`src/rtl/riscv_ctrl_pkg.sv`:
```
// Shared definitions for the multi-cycle RISC-V control sequencer:
// opcodes, FSM state encoding, datapath select encodings and the decode bundle.
package riscv_ctrl_pkg;

  localparam logic [6:0] OP_R      = 7'b0110011;
  localparam logic [6:0] OP_I      = 7'b0010011;
  localparam logic [6:0] OP_LOAD   = 7'b0000011;
  localparam logic [6:0] OP_STORE  = 7'b0100011;
  localparam logic [6:0] OP_BRANCH = 7'b1100011;
  localparam logic [6:0] OP_JAL    = 7'b1101111;
  localparam logic [6:0] OP_JALR   = 7'b1100111;

  localparam logic [1:0] IMM_I = 2'b00;
  localparam logic [1:0] IMM_S = 2'b01;
  localparam logic [1:0] IMM_B = 2'b10;
  localparam logic [1:0] IMM_J = 2'b11;

  localparam logic [1:0] ALU_ADD = 2'b00;
  localparam logic [1:0] ALU_SUB = 2'b01;
  localparam logic [1:0] ALU_AND = 2'b10;
  localparam logic [1:0] ALU_OR  = 2'b11;

  localparam logic [1:0] WB_MEM = 2'b00;
  localparam logic [1:0] WB_ALU = 2'b01;
  localparam logic [1:0] WB_PC4 = 2'b10;

  typedef enum logic [2:0] {
    ST_FETCH,
    ST_DECODE,
    ST_EXEC,
    ST_MEM,
    ST_WB,
    ST_HALT
  } state_e;

  // CLS_ILLEGAL must stay the zero encoding: an all-zero decode bundle means "no operation".
  typedef enum logic [2:0] {
    CLS_ILLEGAL,
    CLS_ALU,
    CLS_LOAD,
    CLS_STORE,
    CLS_BRANCH,
    CLS_JUMP
  } cls_e;

  typedef struct packed {
    cls_e       cls;
    logic [1:0] imm_sel;
    logic [1:0] alu_sel;
    logic       a_sel;
    logic       b_sel;
    logic [1:0] wb_sel;
  } dec_t;

endpackage

```
`src/rtl/riscv_ctrl_decode.sv`:
```
// Combinational instruction decode: opcode/funct3/funct7[5] -> instruction class
// and datapath selects. Unsupported encodings come out as an all-zero CLS_ILLEGAL bundle.
module riscv_ctrl_decode
  import riscv_ctrl_pkg::*;
(
  input  logic [6:0] opcode,
  input  logic [2:0] funct3,
  input  logic       funct7_5,
  output dec_t       dec
);

  // Class and select decode; anything not recognised collapses to zeros.
  always_comb begin
    dec = '0;
    case (opcode)
      OP_R: begin
        dec.cls    = CLS_ALU;
        dec.wb_sel = WB_ALU;
        case ({funct3, funct7_5})
          4'b000_0: dec.alu_sel = ALU_ADD;
          4'b000_1: dec.alu_sel = ALU_SUB;
          4'b111_0: dec.alu_sel = ALU_AND;
          4'b110_0: dec.alu_sel = ALU_OR;
          default:  dec.cls     = CLS_ILLEGAL;
        endcase
      end
      OP_I: begin
        dec.cls    = CLS_ALU;
        dec.b_sel  = 1'b1;
        dec.wb_sel = WB_ALU;
        case (funct3)
          3'b000:  dec.alu_sel = ALU_ADD;
          3'b111:  dec.alu_sel = ALU_AND;
          3'b110:  dec.alu_sel = ALU_OR;
          default: dec.cls     = CLS_ILLEGAL;
        endcase
      end
      OP_LOAD: begin
        dec.cls    = (funct3 == 3'b010) ? CLS_LOAD : CLS_ILLEGAL;
        dec.b_sel  = 1'b1;
        dec.wb_sel = WB_MEM;
      end
      OP_STORE: begin
        dec.cls     = (funct3 == 3'b010) ? CLS_STORE : CLS_ILLEGAL;
        dec.imm_sel = IMM_S;
        dec.b_sel   = 1'b1;
      end
      OP_BRANCH: begin
        dec.cls     = (funct3 == 3'b000) ? CLS_BRANCH : CLS_ILLEGAL;
        dec.imm_sel = IMM_B;
        dec.a_sel   = 1'b1;
        dec.b_sel   = 1'b1;
      end
      OP_JAL: begin
        dec.cls     = CLS_JUMP;
        dec.imm_sel = IMM_J;
        dec.a_sel   = 1'b1;
        dec.b_sel   = 1'b1;
        dec.wb_sel  = WB_PC4;
      end
      OP_JALR: begin
        dec.cls    = (funct3 == 3'b000) ? CLS_JUMP : CLS_ILLEGAL;
        dec.b_sel  = 1'b1;
        dec.wb_sel = WB_PC4;
      end
      default: dec.cls = CLS_ILLEGAL;
    endcase
    if (dec.cls == CLS_ILLEGAL) dec = '0;
  end

endmodule

```
`src/rtl/riscv_ctrl_fsm.sv`:
```
// Multi-cycle control sequencer for the 32-bit RISC-V datapath.
// Optional build macro ILLEGAL_TRAP_EN: when defined, an unsupported instruction
// sets err and halts in DECODE; otherwise it retires as a NOP from EXEC.
//
//   state  | meaning
//   FETCH  | latch instruction word into ir
//   DECODE | classify ir (trap on illegal when enabled)
//   EXEC   | drive ALU selects; branch and NOP retire here
//   MEM    | hold mem_req until mem_ready or timeout; store retires here
//   WB     | register write, PC update, retire
//   HALT   | memory timeout / illegal trap; left only by reset
module riscv_ctrl_fsm
  import riscv_ctrl_pkg::*;
#(
  parameter int WIDTH       = 32,
  parameter int MEM_TIMEOUT = 16,
  parameter int CNT_W       = 32
) (
  input  logic             clk,
  input  logic             rst_n,
  input  logic [WIDTH-1:0] inst,
  input  logic             BEQ,
  input  logic             mem_ready,
  output logic [1:0]       Imm_sel,
  output logic [1:0]       Alu_sel,
  output logic             A_sel,
  output logic             B_sel,
  output logic             Pc_sel,
  output logic             pc_en,
  output logic             Reg_we,
  output logic             Mem_we,
  output logic             mem_req,
  output logic [1:0]       Wb_Sel,
  output logic             retire,
  output logic [CNT_W-1:0] instret,
  output logic             err
);

  localparam int TW = (MEM_TIMEOUT > 1) ? $clog2(MEM_TIMEOUT) : 1;

  state_e           state_q, state_d;
  logic [WIDTH-1:0] ir_q, ir_d;
  logic [TW-1:0]    wait_q, wait_d;
  logic             err_q, err_d;
  logic [CNT_W-1:0] instret_q, instret_d;
  dec_t             dec;
  logic             unused_ir;

  // Only opcode, funct3 and funct7[5] steer control; the rest belongs to the datapath.
  assign unused_ir = ^{ir_q[WIDTH-1:31], ir_q[29:15], ir_q[11:7]};

  riscv_ctrl_decode u_decode (
    .opcode   (ir_q[6:0]),
    .funct3   (ir_q[14:12]),
    .funct7_5 (ir_q[30]),
    .dec      (dec)
  );

  assign err     = err_q;
  assign instret = instret_q;

  // State, instruction, wait timer, error flag and retire counter registers.
  always_ff @(posedge clk or negedge rst_n) begin
    if (!rst_n) begin
      state_q   <= ST_FETCH;
      ir_q      <= '0;
      wait_q    <= '0;
      err_q     <= 1'b0;
      instret_q <= '0;
    end else begin
      state_q   <= state_d;
      ir_q      <= ir_d;
      wait_q    <= wait_d;
      err_q     <= err_d;
      instret_q <= instret_d;
    end
  end

  // Next-state and per-phase outputs; selects are held for EXEC through WB.
  always_comb begin
    state_d   = state_q;
    ir_d      = ir_q;
    wait_d    = wait_q;
    err_d     = err_q;
    instret_d = instret_q;
    Imm_sel   = 2'b00;
    Alu_sel   = 2'b00;
    A_sel     = 1'b0;
    B_sel     = 1'b0;
    Pc_sel    = 1'b0;
    pc_en     = 1'b0;
    Reg_we    = 1'b0;
    Mem_we    = 1'b0;
    mem_req   = 1'b0;
    Wb_Sel    = 2'b00;
    retire    = 1'b0;

    if (state_q == ST_EXEC || state_q == ST_MEM || state_q == ST_WB) begin
      Imm_sel = dec.imm_sel;
      Alu_sel = dec.alu_sel;
      A_sel   = dec.a_sel;
      B_sel   = dec.b_sel;
      Wb_Sel  = dec.wb_sel;
      Pc_sel  = (dec.cls == CLS_JUMP);
    end

    case (state_q)
      ST_FETCH: begin
        ir_d    = inst;
        state_d = ST_DECODE;
      end
      ST_DECODE: begin
`ifdef ILLEGAL_TRAP_EN
        if (dec.cls == CLS_ILLEGAL) begin
          err_d   = 1'b1;
          state_d = ST_HALT;
        end else begin
          state_d = ST_EXEC;
        end
`else
        state_d = ST_EXEC;
`endif
      end
      ST_EXEC: begin
        case (dec.cls)
          CLS_LOAD, CLS_STORE: begin
            // Down-counter: terminal count 0 marks the last permitted MEM cycle.
            wait_d  = TW'(MEM_TIMEOUT - 1);
            state_d = ST_MEM;
          end
          CLS_BRANCH: begin
            pc_en   = 1'b1;
            Pc_sel  = BEQ;
            retire  = 1'b1;
            state_d = ST_FETCH;
          end
          CLS_ILLEGAL: begin
            pc_en   = 1'b1;
            retire  = 1'b1;
            state_d = ST_FETCH;
          end
          default: state_d = ST_WB;
        endcase
      end
      ST_MEM: begin
        mem_req = 1'b1;
        Mem_we  = (dec.cls == CLS_STORE);
        if (mem_ready) begin
          if (dec.cls == CLS_STORE) begin
            pc_en   = 1'b1;
            retire  = 1'b1;
            state_d = ST_FETCH;
          end else begin
            state_d = ST_WB;
          end
        end else if (wait_q == '0) begin
          err_d   = 1'b1;
          state_d = ST_HALT;
        end else begin
          wait_d = wait_q - 1'b1;
        end
      end
      ST_WB: begin
        Reg_we  = 1'b1;
        pc_en   = 1'b1;
        retire  = 1'b1;
        state_d = ST_FETCH;
      end
      default: state_d = ST_HALT;
    endcase

    if (retire) instret_d = instret_q + 1'b1;
  end

endmodule

```
`config.mk`:
```
export PLATFORM = sky130hd
export DESIGN_NAME = riscv_ctrl_fsm
export DESIGN_NICKNAME = d
export VERILOG_FILES = /design/src/rtl/riscv_ctrl_pkg.sv /design/src/rtl/riscv_ctrl_decode.sv /design/src/rtl/riscv_ctrl_fsm.sv
export SDC_FILE = /design/constraint.sdc
export NUM_CORES = 1
export LEC_CHECK = 0
export BUFFER_PORTS_ARGS = -buffer_cell sky130_fd_sc_hd__buf_4
export CORE_MARGIN = 8
export CORE_UTILIZATION = 55
export DETAILED_ROUTE_END_ITERATION = 16
export GPL_ROUTABILITY_DRIVEN = 0
export GPL_TIMING_DRIVEN = 1
export PLACE_DENSITY_LB_ADDON = 0.1
export RECOVER_POWER = 25
export SLEW_MARGIN = 0
export SYNTH_ARGS = -nofsm -noshare
export SYNTH_HDL_FRONTEND = slang
export SYNTH_SLANG_ARGS = --single-unit
```
`constraint.sdc`:
```
create_clock -name clk -period 4.6 [get_ports clk]
set_clock_uncertainty 0.15 [all_clocks]
set_input_delay 0.23 -clock clk [delete_from_list [all_inputs] [get_ports clk]]
set_output_delay 0.23 -clock clk [all_outputs]
set_load 0.01 [all_outputs]
```
==> metrics, run 1 <==
Post-synth ARST share=1.00; crit-path cells=nor2b_1, nand4_1, a21oi_1, o31a_2, inv_1, buf_4; post-route cell area=3320 um^2; YS warnings=0; first-pass iteration count of the detailed router=4; hold endpoint=ir_q[6]$_DFFE_PN0P_; CTS root buf=clkbuf_8; unrepaired setup endpoints after global routing=no; FP Rows=25; CP endpoint kind=output port; Starting Density=0.568; Die W=85.9 um; clock tree buffer depth=2; Netlist cell types=46; RR Endpoint=instret[20]$_DFFE_PN0P_; grt ovf=0; Hold Path Class=in -> reg; Setup Viol. Count Final=0; cells on worst reg2reg path=7; Worst Path Max Fanout=23; largest net degree at the start of global routing=52; Worst Max-Slew Pin Slew=2.66 ns; DIE HEIGHT=85.9 um; synthesized area per cell=10.2 um^2; Synth area leaders=dfrtp_1 (48%), xnor2_1 (7.5%), nand4_1 (5.1%); register area share after synthesis=0.476; Hold Fails Final Rpt=0; CP peak stage delay=0.42 ns; # DRC=0; initial antenna violation count=0; Synth area leader=dfrtp_1; dpl cell area=3160 um^2; CTS Sinks=51; Resized Gates After CTS=0; cell area power density=442 nW/um^2; GR Util All Layers=0.178; I/O pins=83; Routed WL=6.11 mm; RR Startpoint=ir_q[5]$_DFFE_PN0P_; Synth top area share=0.476; fin util=0.703; P&R area growth vs syn=23.7%; CTS Buf Count=5; Worst EP arrival=2.68 ns; Seq cells post-synth=51; DR vias/cell=5.70; Synth Instances=262; P_leak=1.41 nW; maximum vdd ir drop=0.000362 V; DR vias=2258; H-tree depth reported by CTS=2; # diodes=0; R2R setup slack=1.82 ns; number of synthesized flops with an enable pin=0; critical path class=reg -> out; Slew Limit Fails=52; core area=4720 um^2; Fin Setup TNS=0 ns; post-route minimum period=3.06 ns; initial drt markers=51; Main synth FF type=dfrtp_1; crit path launch type=flip-flop; Max Fclk=327 MHz; WP data required=4.22 ns; top-count cell post-synth=dfrtp_1; Max transition margin=-0.773; ANT nets after route=0; CTS tree=done; HP Start=inst[6]; global-route wire length before repair=10.6 mm; MaxCap Viol Count=1; cell at the slowest stage of the critical path=nor2b_1; number of global-route vias before repair=2260; Final nets=366; worst skew pair latency=0.31 ns; port bufs=61; failing checks=max-capacitance violations, max-slew violations; Syn Std Cell Area=2680 um^2; ratio of cells with drive above 1 in the final layout=0.274; Die ar.=7370 um^2; hpwl dp=4.44 mm; most frequent cells after synthesis=dfrtp_1 (51), xnor2_1 (23), nand4_1 (22), nor3_1 (19), nand2_1 (16); status=complete, but fails checks; Min-Delay Path Depth=2; Synth Net Count=300; Avg WL per Cell=15.4 um; clock-pin slew on the worst setup and hold paths=0.09 ns; Final period util=0.665
[what timing repair did]
item	in CTS	in global routing
hold buffers	8	0
endpoints found under the hold margin	58	0
buffers inserted	0	0
[report_power, final]
| part | leakage, nW | switching (mW) | internal, mW |
|---|---|---|---|
| Sequential | 0.620 | 0.142 | 0.551 |
| Combinational | 0.751 | 0.273 | 0.249 |
| Clock | 0.0412 | 0.146 | 0.107 |
[sequential cells by signal, summed over array words and instances (netlist names)]
register  count
state_q       3
err           1
wait_q        4
ir_q         11
instret      32
[cell families after synthesis]
group,after synthesis,share of synthesized area
mux,10,0.0420
buf+inv,20,0.0406
xor+xnor,32,0.107
simple gates,120,0.260
flops,51,0.476
fa+ha+maj,2,0.00932
compound gates,27,0.0653
[worst max-delay path by stage]
| stage | slack (ns) | from | to | cells after the start |
|---|---|---|---|---|
| after global routing | 1.04 | rst_n | ir_q[2]$_DFFE_PN0P_ | 2 |
| after global placement | 1.88 | ir_q[5]$_DFFE_PN0P_ | instret[20]$_DFFE_PN0P_ | 7 |
| after detailed placement | 1.89 | ir_q[5]$_DFFE_PN0P_ | instret[20]$_DFFE_PN0P_ | 7 |
| after CTS | 1.57 | ir_q[5]$_DFFE_PN0P_ | retire | 6 |
| final | 1.54 | ir_q[5]$_DFFE_PN0P_ | retire | 6 |
| after floorplan | 2.35 | state_q[1]$_DFFE_PN0P_ | Alu_sel[0] | 6 |
[critical path, delay by kind of cell (launching register included)]
| family | cells | cell delay, ns |
|---|---|---|
| AOI/OAI and AO/OA | 2 | 0.61 |
| and+or+nand+nor | 2 | 0.67 |
| buffers and inverters | 2 | 0.70 |
| DFF | 1 | 0.39 |
[area by class of cell]
type	count	area (um^2)
Fill cell	391	1400
Multi-Input combinational cell	191	1300
Sequential cell	51	1280
Timing Repair Buffer	70	542
Tap cell	67	83.8
Clock buffer	6	72.6
Inverter	9	33.8
Clock inverter	2	12.5
[per-layer routing]
| metal | GRT usage | wire, um | vias to the layer above |
|---|---|---|---|
| met5 | 0 | 0 | - |
| met4 | 0.0589 | 74 | 0 |
| met3 | 0.0430 | 298 | 6 |
| met2 | 0.303 | 3080 | 50 |
| met1 | 0.213 | 2660 | 1126 |
| li1 | - | - | 1076 |
[stage by stage]
step | setup WS, ns | hold WS (ns) | total power, mW | cells
finish | 1.54 | 0.0127 | 1.47 | 396
global route | 1.04 | 0.00495 | 1.58 | 396
CTS | 1.57 | 0.00178 | 1.48 | 396
detailed placement | 1.89 | 0.145 | 1.22 | 380
global placement | 1.88 | 0.144 | 1.20 | 380
floorplan | 2.35 | -0.216 | 1.09 | 262
[cells in the final DEF (no fill, tap or decap), drive strengths merged, types with 2 or more instances in the layout]
| master | n |
|---|---|
| nor4b | 2 |
| and4 | 6 |
| or2 | 2 |
| nor2 | 14 |
| xor2 | 8 |
| a22oi | 2 |
| dfrtp | 51 |
| a32oi | 2 |
| dlygate4sd3 | 8 |
| buf | 61 |
| nor3 | 20 |
| nor3b | 2 |
| nand3 | 13 |
| a21oi | 7 |
| inv | 9 |
| nand4 | 22 |
| o21ai | 6 |
| ha | 2 |
| nor2b | 5 |
| clkbuf | 7 |
| xnor2 | 24 |
| and2 | 2 |
| nand2 | 16 |
| and3 | 9 |
| nor4 | 3 |
| a211oi | 2 |
| mux2 | 10 |
| a31oi | 2 |
Note: power is estimated with default switching activity, not from simulation.
==> run 2: changes to the inputs <==
--- a/config.mk
+++ b/config.mk
@@ -5,9 +5,10 @@
 export SDC_FILE = /design/constraint.sdc
 export NUM_CORES = 1
 export LEC_CHECK = 0
+export ABC_AREA = 1
 export BUFFER_PORTS_ARGS = -buffer_cell sky130_fd_sc_hd__buf_4
 export CORE_MARGIN = 8
-export CORE_UTILIZATION = 55
+export CORE_UTILIZATION = 54
 export DETAILED_ROUTE_END_ITERATION = 16
 export GPL_ROUTABILITY_DRIVEN = 0
 export GPL_TIMING_DRIVEN = 1
==> constraint.sdc (replaced) <==
create_clock -name clk -period 2.9 [get_ports clk]
set_clock_uncertainty 0.15 [all_clocks]
set_input_delay 0.145 -clock clk [delete_from_list [all_inputs] [get_ports clk]]
set_output_delay 0.145 -clock clk [all_outputs]
set_load 0.01 [all_outputs]
==> run 2 against run 1 <==
Against the previous run:
- total power down 17%
- wire length up 34%
- final cell count up 52%
- the flow now finishes without violations
- clock power up 68%
- synthesized cell count up 74%
- highest routed layer unchanged
==> metrics, run 2 <==
status=finished, final reports clean; worst slack at placement=0.547 ns (-1.34 ns); worst skew pair latency=0.31 ns (about the same); Synth area leaders=dfrtp_1 (39%), nand2_1 (17%), nand3_1 (8.2%); DR vias=3099 (+37%); PnR worst setup slack=0.208 ns (-1.33 ns); Setup Viol. Count Final=0 (unchanged); YS warnings=0 (unchanged); clock-pin slew on the worst setup and hold paths=0.10 ns (about the same); GR Util All Layers=0.200 (+0.0221); FP Rows=28 (+12%); Hold Fails Final Rpt=0 (unchanged); number of synthesized flops with an enable pin=0 (unchanged); hold endpoint=err$_DFFE_PN0P_; commonest cells after routing, fill and taps aside=nand2_1 (149), buf_4 (61), nor2_1 (60); Clk pwr share=0.347 (+0.175); top-count cell post-synth=nand2_1; sequential power share=0.595 (+0.123); P&R area growth vs syn=21.5%; sw frac=0.241 (-0.141); cell at the slowest stage of the critical path=inv_2; H-tree depth reported by CTS=2 (unchanged); Seq. cell area=1280 um^2 (unchanged); global-route wire length before repair=14.2 mm (+34%); ratio of cells with drive above 1 in the final layout=0.180 (-0.0936); initial drt markers=188 (+270%); hpwl dp=6.11 mm (+38%); Main synth FF type=dfrtp_1; Max transition margin=0.153 (+0.926); WP data required=2.61 ns (-1.61 ns); Switch Pwr=0.294 mW (-48%); crit-path cells=nand2_1, inv_2, nand2_4, nor2_4, nand2_2, nor2_4, nand2_1, nand2_1, inv_2, nand2_4, buf_4; Buffers & Inverters on Critical Path=3 (+1); I/O pins=83 (unchanged); first-pass iteration count of the detailed router=4 (unchanged); # DRC=0 (unchanged); crit-path leading delay family=simple AND/OR/NAND/NOR gates; core area=5890 um^2 (+25%); MaxCap Viol Count=0 (-1); port bufs=61 (unchanged); initial antenna violation count=0 (unchanged); CP peak stage delay=0.45 ns (+0.03 ns); Routed WL=8.16 mm (+34%); critical path class=reg -> out; Hold Path Class=reg -> reg; most common cell after layout, fill and taps aside=nand2_1; Hold Worst Slack=0.346 ns (+0.334 ns); CTS tree=done; post-route minimum period=2.69 ns; ANT nets after route=0 (unchanged); DR vias/cell=5.14 (-9.9%); CTS Sinks=51 (unchanged); Avg WL per Cell=13.5 um (-12%); CTS Buf Count=5 (unchanged); CP dominant cell by count=nand2_1; RR Endpoint=instret[18]$_DFFE_PN0P_; fin util=0.672 (-0.0310); Largest register FFs=32 (unchanged); most frequent cells after synthesis=nand2_1 (149), nor2_1 (60), nand3_1 (53), dfrtp_1 (51), inv_1 (37); Multi-input gate area=1730 um^2 (+33%); Worst Max-Slew Pin Slew=1.27 ns (-1.39 ns); HP Start=err$_DFFE_PN0P_; crit path launch type=flip-flop; Worst Path Max Fanout=34 (+48%); cell area power density=309 nW/um^2 (-30%); Min-Delay Path Depth=1 (-1); power consumption=1.22 mW (-17%); unrepaired setup endpoints after global routing=no; Synth Instances=456 (+74%); Synth Net Count=494 (+65%); combinational power share=0.057 (-0.298); grt ovf=0 (unchanged); Worst EP arrival=2.40 ns (-0.28 ns); largest net degree at the start of global routing=52 (unchanged); CTS root buf=clkbuf_8; R2R setup slack=0.60 ns (-1.22 ns); # diodes=0 (unchanged); synthesized area per cell=7.13 um^2 (-30%); Netlist cell types=31 (-33%); maximum vdd ir drop=0.000232 V (-36%); Die W=93.6 um (+9.0%); clock tree buffer depth=2 (unchanged); fillers=540 (+38%); register area share after synthesis=0.392 (-0.0832); Die ar.=8760 um^2 (+19%); CP endpoint kind=output port; Post-synth ARST share=1.00 (unchanged); cells on worst reg2reg path=12 (+5); number of global-route vias before repair=3017 (+33%); P_leak=2.10 nW (+49%); DIE HEIGHT=93.6 um (+9.0%); Fin Setup TNS=0 ns (unchanged); Syn Std Cell Area=3250 um^2 (+21%); Synth top area share=0.392 (-0.0832); Starting Density=0.553 (-0.0155); Synth area leader=dfrtp_1; Seq cells post-synth=51 (unchanged); RR Startpoint=ir_q[1]$_DFFE_PN0P_; Final nets=565 (+54%); Max Fclk=372 MHz; internal power=0.926 mW (+2.2%); Final period util=0.928; Slew Limit Fails=0 (-100%)
-- run 2: cell count changes after synthesis, moves of 8 or more --
cell / previous run / this run
and3_1: 8 / 0
inv_1: 9 / 37
inv_2: 0 / 9
nand2_1: 16 / 149
nand3_1: 13 / 53
nand4_1: 22 / 5
nor2_1: 14 / 60
xnor2_1: 23 / 7
xor2_1: 8 / 21
-- run 2: cell families (layout without fill, tap and decap cells) --
logic type               count (synthesis)  after routing  synth area share
flip-flops                              51             51             0.392
AND/OR/NAND/NOR                        294            294             0.398
multiplexers                             4              4            0.0138
AO/OA/AOI/OAI                           20             20            0.0362
buffers and inverters                   57            129            0.0762
XOR/XNOR                                28             28            0.0754
adder cells (fa/ha/maj)                  2              2           0.00769
-- run 2: through the flow --
stage	instance area [um^2]	std cells
after floorplan	3250	456
after global placement	3740	582
after detailed placement	3740	582
after CTS	3960	603
after global routing	3950	603
final	3950	603
-- run 2: layer usage --
layer / part of all wire / global-route usage / vias to the layer above
met2: 0.50 / 0.347 / 65
met1: 0.43 / 0.232 / 1429
li1: - / - / 1587
met4: 0.024 / 0.0779 / 0
met3: 0.047 / 0.0465 / 18
met5: 0 / 0 / -
-- run 2: layout make-up --
| class | count | area share |
|---|---|---|
| Clock buffer | 6 | 0.0184 |
| Clock inverter | 2 | 0.00411 |
| Inverter | 46 | 0.0437 |
| Multi-Input combinational cell | 348 | 0.437 |
| Sequential cell | 51 | 0.323 |
| Tap cell | 75 | 0.0237 |
| Timing Repair Buffer | 75 | 0.150 |
-- run 2: worst max-delay path by stage --
stage,from,endpoint,slack [ns],depth (start not counted)
2_1_floorplan,ir_q[3]$_DFFE_PN0P_,retire,1.17,11
3_3_place_gp,ir_q[0]$_DFFE_PN0P_,retire,0.57,11
3_5_place_dp,ir_q[0]$_DFFE_PN0P_,pc_en,0.55,11
4_1_cts,ir_q[0]$_DFFE_PN0P_,pc_en,0.19,11
5_1_grt,ir_q[1]$_DFFE_PN0P_,retire,0.007,11
6_report,ir_q[1]$_DFFE_PN0P_,retire,0.21,11
-- run 2: repair_timing --
item	CTS	global route
hold buffers	13	0
resized for setup	0	0
hold endpoints to repair	63	0
setup buffers	0	0
-- run 2: power by group through the flow --
stage	logic, mW	registers (mW)	clock network [mW]
global route	0.0792	0.728	0.464
floorplan	0.0227	0.739	0
finish	0.0700	0.726	0.424
CTS	0.0718	0.726	0.436
detailed placement	0.0577	0.740	0
global placement	0.0555	0.740	0
==> run 3: changes to the inputs <==
--- a/config.mk
+++ b/config.mk
@@ -7,8 +7,9 @@
 export LEC_CHECK = 0
 export ABC_AREA = 1
 export BUFFER_PORTS_ARGS = -buffer_cell sky130_fd_sc_hd__buf_4
+export CAP_MARGIN = 0
 export CORE_MARGIN = 8
-export CORE_UTILIZATION = 54
+export CORE_UTILIZATION = 55
 export DETAILED_ROUTE_END_ITERATION = 16
 export GPL_ROUTABILITY_DRIVEN = 0
 export GPL_TIMING_DRIVEN = 1
==> constraint.sdc (replaced) <==
create_clock -name clk -period 3.45 [get_ports clk]
set_clock_uncertainty 0.15 [all_clocks]
set_input_delay 0.1725 -clock clk [delete_from_list [all_inputs] [get_ports clk]]
set_output_delay 0.1725 -clock clk [all_outputs]
set_load 0.01 [all_outputs]
==> run 3 against run 2 <==
Against the previous run:
- sequential cell count did not move
- via count stayed put
- utilization grew 1.3 points
- non-clock buffer count up 1
- final cell count increased by 0.17%
- clock power up 0.9%
- wire length decreased by 2.5%
==> metrics, run 3 (same netlist as run 2, synthesis figures left out) <==
Avg WL per Cell=13.2 um (-2.6%); Starting Density=0.559 (+0.00666); # diodes=0 (unchanged); Setup Viol. Count Final=0 (unchanged); I/O pins=83 (unchanged); ANT nets after route=0 (unchanged); worst skew pair latency=0.31 ns (about the same); power consumption=1.10 mW (-10%); Worst EP arrival=2.33 ns (-0.07 ns); CTS tree=done; Max transition margin=0.162 (+0.00873); Seq. cell area=1280 um^2 (unchanged); DR vias=3099 (unchanged); port bufs=61 (unchanged); non-filler cells, final=604 (+0.17%); CP peak stage delay=0.45 ns (about the same); CTS root buf=clkbuf_8; post-route cell area=3990 um^2 (+0.79%); fin util=0.685 (+0.0135); WP data required=3.13 ns (+0.52 ns); clock tree buffer depth=2 (unchanged); crit path launch type=flip-flop; crit-path cells=nor2_1, nand2_1, nor2_1, nand2_1, nand2_1, inv_2, nand4_4, buf_4, nand2_4, buf_4; ratio of cells with drive above 1 in the final layout=0.183 (+0.00344); post-route minimum period=2.65 ns; HP Start=err$_DFFE_PN0P_; Final period util=0.769; critical path class=reg -> out; cell at the slowest stage of the critical path=dfrtp_1; number of global-route vias before repair=3095 (+2.6%); P_leak=2.12 nW (+0.98%); core area=5820 um^2 (-1.2%); Final nets=566 (+0.18%); worst slack at placement=1.14 ns (+0.596 ns); FP Rows=28 (unchanged); status=finished, final reports clean; H-tree depth reported by CTS=2 (unchanged); Hold Worst Slack=0.346 ns (-0.000421 ns); PnR worst setup slack=0.798 ns (+0.590 ns); cells on worst reg2reg path=11 (-1); # DRC=0 (unchanged); Max Fclk=377 MHz; fillers=537 (-0.56%); placed insts=583 (+0.17%); CTS Buf Count=5 (unchanged); Slew Limit Fails=0 (unchanged); DIE HEIGHT=92.9 um (-0.76%); Worst Max-Slew Pin Slew=1.26 ns (-0.0131 ns); RR Startpoint=ir_q[5]$_DFFE_PN0P_; most common cell after layout, fill and taps aside=nand2_1; commonest cells after routing, fill and taps aside=nand2_1 (149), buf_4 (62), nor2_1 (60); Routed WL=7.96 mm (-2.5%); crit-path leading delay family=simple AND/OR/NAND/NOR gates; DR vias/cell=5.13 (-0.17%); R2R setup slack=1.23 ns (+0.63 ns); GR Util All Layers=0.197 (-0.00267); Multi-input gate area=1730 um^2 (unchanged); RR Endpoint=instret[0]$_DFFE_PN0P_; global-route wire length before repair=14.2 mm (-0.14%); Largest register FFs=32 (unchanged); Die ar.=8630 um^2 (-1.5%); CP endpoint kind=output port; Fin Setup TNS=0 ns (unchanged); Die W=92.9 um (-0.76%); cell area power density=275 nW/um^2 (-11%); Buffers & Inverters on Critical Path=3 (unchanged); initial antenna violation count=0 (unchanged); grt ovf=0 (unchanged); Hold Path Class=reg -> reg; dpl cell area=3740 um^2 (+0.20%); first-pass iteration count of the detailed router=5 (+1); unrepaired setup endpoints after global routing=no; hold endpoint=err$_DFFE_PN0P_; Worst Path Max Fanout=34 (unchanged); hpwl dp=5.92 mm (-3.0%); Hold Fails Final Rpt=0 (unchanged); CP dominant cell by count=nand2_1; initial drt markers=189 (+0.53%); CTS Sinks=51 (unchanged); P&R area growth vs syn=22.5%; clock-pin slew on the worst setup and hold paths=0.10 ns (about the same); maximum vdd ir drop=0.000287 V (+24%); MaxCap Viol Count=0 (unchanged); Min-Delay Path Depth=1 (unchanged); largest net degree at the start of global routing=52 (unchanged)
-- run 3: cell types whose count changed in the layout (fill, tap and decap cells not counted), sizes merged --
cell,change
clkinvlp,-1
clkinv,+2
clkbuf,-1
bufinv,+1
buf,+1
inv,-1
-- run 3: what timing repair did --
action                    4_1_cts  5_1_grt
hold endpoints to repair       63        0
gates resized for setup         0        0
setup buffers                   0        0
hold buffers                   13        0
-- run 3: worst register-to-register path: stages (launching register included) --
cell and delay (ns):
dfrtp_1 0.45, nor2_1 0.17, nand2_1 0.07, nor2_1 0.14, nand2_1 0.06, nand2_1 0.09, inv_2 0.07, nand4_4 0.07
buf_4 0.34, nand2_4 0.29, nand2_1 0.16, nand2_1 0.05
-- run 3: cell type report --
cell class                      count  area share
Multi-Input combinational cell    348       0.434
Sequential cell                    51       0.320
Timing Repair Buffer               76       0.151
Inverter                           46      0.0433
Tap cell                           75      0.0235
Clock buffer                        5      0.0173
Clock inverter                      3      0.0110
-- run 3: report_power, final --
part           internal [mW]  leakage (nW)  switching [mW]  total [mW]
Sequential             0.604         0.654         0.00600       0.610
Clock                  0.216        0.0581           0.211       0.428
Combinational         0.0279          1.41          0.0302      0.0581
Total                  0.849          2.12           0.247        1.10
-- run 3: how the worst max path moves through the flow --
stage / startpoint / to / slack (ns) / cells past startpoint
2_1_floorplan: ir_q[3]$_DFFE_PN0P_ / retire / 1.69 / 11
3_5_place_dp: ir_q[5]$_DFFE_PN0P_ / retire / 1.14 / 10
5_1_grt: ir_q[5]$_DFFE_PN0P_ / pc_en / 0.59 / 10
4_1_cts: ir_q[5]$_DFFE_PN0P_ / retire / 0.78 / 10
3_3_place_gp: ir_q[5]$_DFFE_PN0P_ / retire / 1.19 / 10
6_report: ir_q[5]$_DFFE_PN0P_ / pc_en / 0.80 / 10
-- run 3: routing by layer --
layer / vias to the layer above / global-route usage / routed length [um]
li1: 1576 / - / -
met1: 1445 / 0.227 / 3420
met2: 64 / 0.350 / 3990
met3: 14 / 0.0510 / 421
met4: 0 / 0.0550 / 127
met5: - / 0 / 0
